`src/rtl/alarm_controller_pkg.sv`:
```
// alarm_controller_pkg: state encodings and helpers shared by the alarm controller and its bench
package alarm_controller_pkg;
  typedef enum logic [2:0] {
    ST_DISARMED  = 3'd0,
    ST_EXIT_DLY  = 3'd1,
    ST_ARMED     = 3'd2,
    ST_ENTRY_DLY = 3'd3,
    ST_ALARM     = 3'd4
  } state_t;
  function automatic int max_int(input int a, input int b);
    return (a > b) ? a : b;
  endfunction
endpackage

```
`src/rtl/alarm_timer.sv`:
```
// alarm_timer: saturating down-counter; ports load/load_val set it, dec steps it, count/zero report it
module alarm_timer #(
  parameter int CNT_W = 4
) (
  input  logic             clk,
  input  logic             reset,
  input  logic             load,
  input  logic [CNT_W-1:0] load_val,
  input  logic             dec,
  output logic [CNT_W-1:0] count,
  output logic             zero
);
  logic [CNT_W-1:0] cnt_q, cnt_d;
  always_comb cnt_d = load ? load_val : (dec && cnt_q != '0) ? cnt_q - 1'b1 : cnt_q;
  always_ff @(posedge clk) begin
    if (reset) cnt_q <= '0;
    else cnt_q <= cnt_d;
  end
  assign count = cnt_q;
  assign zero  = (cnt_q == '0);
endmodule

```
`src/rtl/alarm_controller.sv`:
```
// alarm_controller: armed/disarmed zone monitor with exit/entry delays, sticky trips, panic; drives Alarm, armed, state, tripped, countdown
module alarm_controller
  import alarm_controller_pkg::*;
#(
  parameter int                 N_ZONES     = 3,
  parameter int                 EXIT_DELAY  = 8,
  parameter int                 ENTRY_DELAY = 4,
  parameter logic [N_ZONES-1:0] ENTRY_MASK  = 3'b010,
  parameter int                 CNT_W       = $clog2(max_int(EXIT_DELAY, ENTRY_DELAY) + 1)
) (
  input  logic               clk,
  input  logic               reset,
  input  logic               Panic,
  input  logic               Enable,
  input  logic               Exiting,
  input  logic [N_ZONES-1:0] zone_ok,
  output logic               Alarm,
  output logic               armed,
  output logic [2:0]         state,
  output logic [N_ZONES-1:0] tripped,
  output logic [CNT_W-1:0]   countdown
);
  localparam logic [CNT_W-1:0] EXIT_LD  = CNT_W'(EXIT_DELAY - 1);
  localparam logic [CNT_W-1:0] ENTRY_LD = CNT_W'(ENTRY_DELAY - 1);
  state_t state_q, state_d;
  logic [N_ZONES-1:0] trip_q, trip_d, opn, imm, ent, trip_base;
  logic alarm_q, alarm_d, armed_q, armed_d;
  logic tm_load, tm_dec, tm_zero;
  logic [CNT_W-1:0] tm_val, cnt;
  assign opn = ~zone_ok;
  assign imm = opn & ~ENTRY_MASK;
  assign ent = opn & ENTRY_MASK;
  // while alarming, open zones accumulate every cycle regardless of the transition taken
  assign trip_base = (state_q == ST_ALARM) ? (trip_q | opn) : trip_q;
  alarm_timer #(.CNT_W(CNT_W)) u_timer (
    .clk(clk), .reset(reset), .load(tm_load), .load_val(tm_val),
    .dec(tm_dec), .count(cnt), .zero(tm_zero)
  );
  always_ff @(posedge clk) begin
    if (reset) begin
      state_q <= ST_DISARMED;
      trip_q  <= '0;
      alarm_q <= 1'b0;
      armed_q <= 1'b0;
    end else begin
      state_q <= state_d;
      trip_q  <= trip_d;
      alarm_q <= alarm_d;
      armed_q <= armed_d;
    end
  end
  always_comb begin
    state_d = state_q;
    trip_d  = trip_base;
    tm_load = 1'b0;
    tm_val  = '0;
    tm_dec  = 1'b0;
    if (Panic) begin
      state_d = ST_ALARM;
      tm_load = 1'b1;
    end else if (!Enable) begin
      state_d = ST_DISARMED;
      tm_load = 1'b1;
    end else begin
      case (state_q)
        ST_DISARMED: begin
          state_d = ST_EXIT_DLY;
          tm_load = 1'b1;
          tm_val  = EXIT_LD;
          trip_d  = '0;
        end
        ST_EXIT_DLY: begin
          if (Exiting) begin
            tm_load = 1'b1;
            tm_val  = EXIT_LD;
          end else if (tm_zero) begin
            state_d = (|opn) ? ST_ALARM : ST_ARMED;
            trip_d  = trip_q | opn;
          end else tm_dec = 1'b1;
        end
        ST_ARMED: begin
          if (|imm) begin
            state_d = ST_ALARM;
            trip_d  = trip_q | opn;
          end else if (|ent) begin
            state_d = ST_ENTRY_DLY;
            tm_load = 1'b1;
            tm_val  = ENTRY_LD;
            trip_d  = trip_q | opn;
          end
        end
        ST_ENTRY_DLY: begin
          if ((|imm) || tm_zero) begin
            state_d = ST_ALARM;
            tm_load = 1'b1;
            trip_d  = trip_q | opn;
          end else tm_dec = 1'b1;
        end
        ST_ALARM: state_d = ST_ALARM;
        default: begin
          state_d = ST_DISARMED;
          tm_load = 1'b1;
        end
      endcase
    end
  end
  always_comb begin
    alarm_d = (state_d == ST_ALARM);
    armed_d = (state_d == ST_ARMED) || (state_d == ST_ENTRY_DLY);
  end
  assign Alarm     = alarm_q;
  assign armed     = armed_q;
  assign state     = state_q;
  assign tripped   = trip_q;
  assign countdown = cnt;
endmodule

```
`config.mk`:
```
export PLATFORM = sky130hd
export DESIGN_NAME = alarm_controller
export DESIGN_NICKNAME = d
export VERILOG_FILES = /design/src/rtl/alarm_controller_pkg.sv /design/src/rtl/alarm_timer.sv /design/src/rtl/alarm_controller.sv
export SDC_FILE = /design/constraint.sdc
export NUM_CORES = 1
export LEC_CHECK = 0
export CORE_AREA = 4 4 47 49
export DETAILED_ROUTE_END_ITERATION = 7
export DIE_AREA = 0 0 51 53
export PLACE_DENSITY = 0.73
export SLEW_MARGIN = 10
export SYNTH_ARGS = -nofsm -noshare
export SYNTH_HDL_FRONTEND = slang
export SYNTH_SLANG_ARGS = --single-unit
```
`constraint.sdc`:
```
create_clock -name clk -period 2.1 [get_ports clk]
set_input_delay 0.21 -clock clk [delete_from_list [all_inputs] [get_ports clk]]
set_output_delay 0.21 -clock clk [all_outputs]
set_load 0.05 [all_outputs]
```
# Yosys cells after proc, flatten, opt, wreduce, memory -nomap -nowiden
# Index checks and enable logic that the tools add are counted.
[totals] regBits=12
[classes] addsub=1 eq_ne=7 n_mux=39 bitwise=2 reduce_logical=9
[ops] cell="3-bit two-way mux" count=19
[ops] cell="3-bit case mux with 5 select lines" count=1
[ops] cell="3-bit by 2-bit equality test with 1-bit output, second input constant" count=4
[ops] cell="3-bit case mux with 4 select lines" count=1
[ops] cell="1-bit two-way mux" count=11
[ops] cell="3-bit case mux with 3 select lines" count=1
[ops] cell="4-bit two-way mux" count=2
[ops] cell="3-bit equality test, second input constant" count=2
[ops] cell="4-bit logical NOT" count=1
[ops] cell="2-bit two-way mux" count=2
[ops] cell="1-bit case mux with 4 select lines" count=1
[ops] cell="4-bit nonzero test" count=1
[ops] cell="4-bit by 1-bit subtractor with 4-bit output, second input constant" count=1
[ops] cell="3-bit by 1-bit equality test with 1-bit output, second input constant" count=1
[ops] cell="3-bit logical NOT" count=1
[ops] cell="3-bit inverter" count=1
[ops] cell="3-bit bitwise OR" count=1
[ops] cell="3-bit OR reduction" count=1
[ops] cell="1-bit logical OR" count=2
[ops] cell="1-bit case mux with 2 select lines" count=1
[ops] cell="2-bit nonzero test" count=1
[ops] cell="2-bit OR reduction" count=1
[ops] cell="1-bit logical AND" count=1

# Depth between registers and ports, before layout
[logic_depth] ltp_word=10 mapped_depth=7 ltp_nobuf=7

# Modules after synthesis
# Synthesis repeated with hierarchy kept, for this count alone.
[unflattened] hier_cells=104 area_unflattened_um2=857.1
[by_module_without_submodules] module="alarm_controller" instances=1 cells_each=75 area_per_inst_um2=590.6 seq_area_each_um2=160.2
[by_module_without_submodules] module="alarm_timer" instances=1 cells_each=29 area_per_inst_um2=266.5 seq_area_each_um2=80.1

# Least setup slack after synthesis
# OpenSTA, ideal clock, no wires.
[synth_timing] kind="reg2reg" from="register u_timer.cnt_q[0], in the netlist u_timer.count[0]" to="register u_timer.cnt_q[2], in the netlist u_timer.count[2]" setup_ns=0.116 t_arrival_ns=2.046 required_time_ns=1.984 path_slack_ns=-0.063 path_stages_with_launch=8 synth_period_minus_slack_ns=2.163 cell_sequence="dfxtp_1 inv_1 ha_1 and4bb_2 a221oi_4 a21oi_2 o22a_1 o211a_1"
[synth_between] elab_chain_cells=8
[synth_rtl] element="from (decl)" line="alarm_timer.sv:13" text="logic [CNT_W-1:0] cnt_q, cnt_d;"
[synth_rtl] element="from (signal assigned)" line="alarm_timer.sv:17" text="else cnt_q <= cnt_d;"
[synth_rtl] element="4-bit logical NOT" line="alarm_timer.sv:20" text="assign zero = (cnt_q == '0);"
[synth_rtl] element="1-bit two-way mux / 1-bit logical OR (equally long branches)" line="alarm_controller.sv:76, alarm_controller.sv:93"
[synth_rtl] element="1-bit two-way mux, on equally long branches" line="alarm_controller.sv:73, alarm_controller.sv:93"
[synth_rtl] element="1-bit case mux with 2 select lines" line="alarm_controller.sv:65" text="case (state_q)"
[synth_rtl] element="1-bit two-way mux" line="alarm_controller.sv:61" text="end else if (!Enable) begin"
[synth_rtl] element="1-bit two-way mux" line="alarm_controller.sv:58" text="if (Panic) begin"
[synth_rtl] element="1-bit logical AND" line="alarm_timer.sv:14" text="always_comb cnt_d = load ? load_val : (dec && cnt_q != '0) ? cnt_q - 1'b1 : cnt_q;"
[synth_rtl] element="2-bit nonzero test (no source line)"
# Several ways; a longest one is shown, not always the timed one. The select of a mux whose other input is x is not followed.
# A chain may end at the register's enable or synchronous reset.

# Final worst setup path
[layout_timing] from="register state_q[0], in the netlist state[0]" to="output port state[0]"
[layout_rtl] element="from (decl)" line="alarm_controller.sv:25" text="state_t state_q, state_d;"
[layout_rtl] element="from (signal assigned)" line="alarm_controller.sv:46" text="state_q <= state_d;"
[layout_rtl] element="to (decl)" line="alarm_controller.sv:19" text="output logic [2:0] state,"
# No word-level cell between the ends.

==> results.json <==
{
  "slowest_delay_ns": 0.89,
  "grt_pass1_wl_mm": 3.40,
  "endpoint_kind": "output port",
  "fin_crit_ns": 1.97,
  "synth-async-reset-ratio_pct": 0,
  "numClockSinks": 12,
  "syn_nets": 111,
  "nets": 138,
  "start_util_pct": 43.2,
  "path_cells": "clkdlybuf4s50_1",
  "drc": 0,
  "synth-edff-count": 0,
  "reg2reg_setup_slack_ns": 0.21,
  "grt_max_degree": 16,
  "rsz0062_at_grt": "false",
  "die_area_sq_um": 2700,
  "drive_gt1_share_pct": 15.7,
  "wirelength_mm": 2.02,
  "critPathBufInv": 1,
  "seqPwrFrac_pct": 45.8,
  "io_buffers": 19,
  "dp_hpwl_mm": 1.58,
  "crit_family": "buffers and inverters",
  "p_leak_uw": 0.000390,
  "power_frac_comb_pct": 27.7,
  "grt_remaining_overflow": 0,
  "synthesis.instances": 102,
  "viasPerCell": 5.36,
  "setup_violations": 0,
  "synth.most_common_cell": "nor2_1",
  "relSlewSlack_pct": 66.1,
  "track_usage_pct": 16.5,
  "clk_latency_ns": 0.27,
  "synth.top_cells.by_area": "dfxtp_1, nor2_1, a21oi_1",
  "place.gp.congestion": 0.901,
  "p_switching_uw": 171,
  "drt_pass1_iterations": 4,
  "ys_seq_area_share_pct": 29.9,
  "grt_antenna_before_repair": 0,
  "hold_viol_final": 0,
  "crit_path_top_delay_cell": "clkdlybuf4s50_1",
  "drtIter0Drc": 15,
  "coreArea_sq_um": 1860,
  "first_global_vias": 788,
  "synth_top_cell_area_share_pct": 29.9,
  "p_clk_share_pct": 26.5,
  "yosys_warnings": 0,
  "area_growth_pct": 33.7,
  "final_antenna_net_count": 0,
  "p_per_area_nw_per_um2": 499,
  "yosysTopAreaCell": "dfxtp_1",
  "fp-row-count": 16,
  "fmax_ghz": 0.506,
  "antenna_cells": 0,
  "cp-startpoint": "state[0]$_SDFF_PP0_",
  "p_int_uw": 365,
  "hold_start": "tripped[2]$_SDFF_PP0_",
  "post_cts_resized": 0,
  "ir_drop_mv": 0.325,
  "critPathLaunchType": "flop",
  "die_w_um": 51,
  "crit_arrival_ns": 1.76,
  "synth_ff_type": "dfxtp_1",
  "swShare_pct": 31.9,
  "tns_ns": 0,
  "synth.ff_latch_count": 12,
  "cts_root_buf": "clkbuf_4",
  "cts_tree": "built",
  "cts_setup_buffers": 0,
  "netlist_area_sq_um": 805,
  "holdCritPathClass": "reg2reg",
  "clock_skew_ns": 0.00348,
  "routedWlPerCell_um": 13.1,
  "avgSynthCellArea_sq_um": 7.89,
  "ioPinCount": 20,
  "final_core_util_pct": 57.8,
  "die_height_um": 53,
  "cts_buffers": 3,
  "maxSlewViolCount": 0,
  "synth_common_cells": "nor2_1, dfxtp_1, a21oi_1",
  "netlist-cell-type-count": 41,
  "required_ns": 1.89,
  "clk_pin_slew_ns": 0.07,
  "crit_type": "reg2out",
  "num_vias": 826,
  "postCtsHoldBufs": 0,
  "crit_fanout": 15,
  "fin_crit_sh_pct": 94.0,
  "maxCapViolations": 0,
  "clk_path_buf_depth": 2,
  "cts_htree_levels": 1,
  "tightestPinTransition_ns": 0.507,
  "rr_startpoint": "u_timer.count[0]$_SDFFE_PP0P_",
  "status": "finished clean"
}
## stage by stage
stage,setup slack (ns),cell area (sq um),hold WS [ns],power [uW],std cells
after floorplan,0.123,807,0.300,345,102
final,0.125,1080,0.537,537,154
after global placement,0.121,1050,0.525,397,151
after detailed placement,0.0882,1050,0.536,400,151
after CTS,0.133,1080,0.547,544,154
after global routing,0.0673,1080,0.572,567,154
## routing by layer
metal  vias to the layer above  track usage (%)  part of all wire (%)
li1                        426                -                     -
met1                       373             20.5                    47
met2                        25             27.3                    48
met3                         2             3.66                   4.5
met4                         0             6.73                  0.84
met5                         -                0                     0
## cells in the final DEF (no fill, tap or decap), drive strengths merged, types with 3 or more instances in the layout
master / instances
a21oi: 12
o21ai: 8
clkbuf: 3
inv: 6
buf: 9
nor3: 5
dfxtp: 12
and2: 3
nor2: 16
clkdlybuf4s50: 18
## power groups by stage
stage	clock (uW)	sequential, uW	combinational, uW
2_1_floorplan	0	278	66.8
3_3_place_gp	0	251	146
3_5_place_dp	0	251	149
4_1_cts	149	246	149
5_1_grt	158	247	161
6_report	142	246	149
## state kept, by name, summed over array words and instances (netlist names)
register / count
armed: 1
u_timer.count: 4
Alarm: 1
state: 3
tripped: 3
## final timing paths
| path | to | cells past startpoint |
|---|---|---|
| worst max-delay path | state[0] | 1 |
| worst min-delay path | tripped[2]$_SDFF_PP0_ | 2 |
| worst max register to register | u_timer.count[2]$_SDFFE_PP0P_ | 7 |
| worst min register to register | tripped[2]$_SDFF_PP0_ | 2 |
## logic make-up after synthesis
| kind of cell | count (synthesis) | share of synthesized area, % |
|---|---|---|
| xor+xnor | 2 | 2.18 |
| simple gates | 40 | 27.1 |
| fa+ha+maj | 1 | 1.55 |
| buf+inv | 11 | 7.15 |
| flops | 12 | 29.9 |
| compound gates | 36 | 32.2 |
## area by class of cell
cell class	count	area, sq um
fill	175	786
multi-input combinational	79	507
timing repair buffer	27	248
sequential	12	243
tap	27	33.8
clock buffer	3	22.5
inverter	6	22.5
Note: power is estimated with default switching activity, not from simulation.
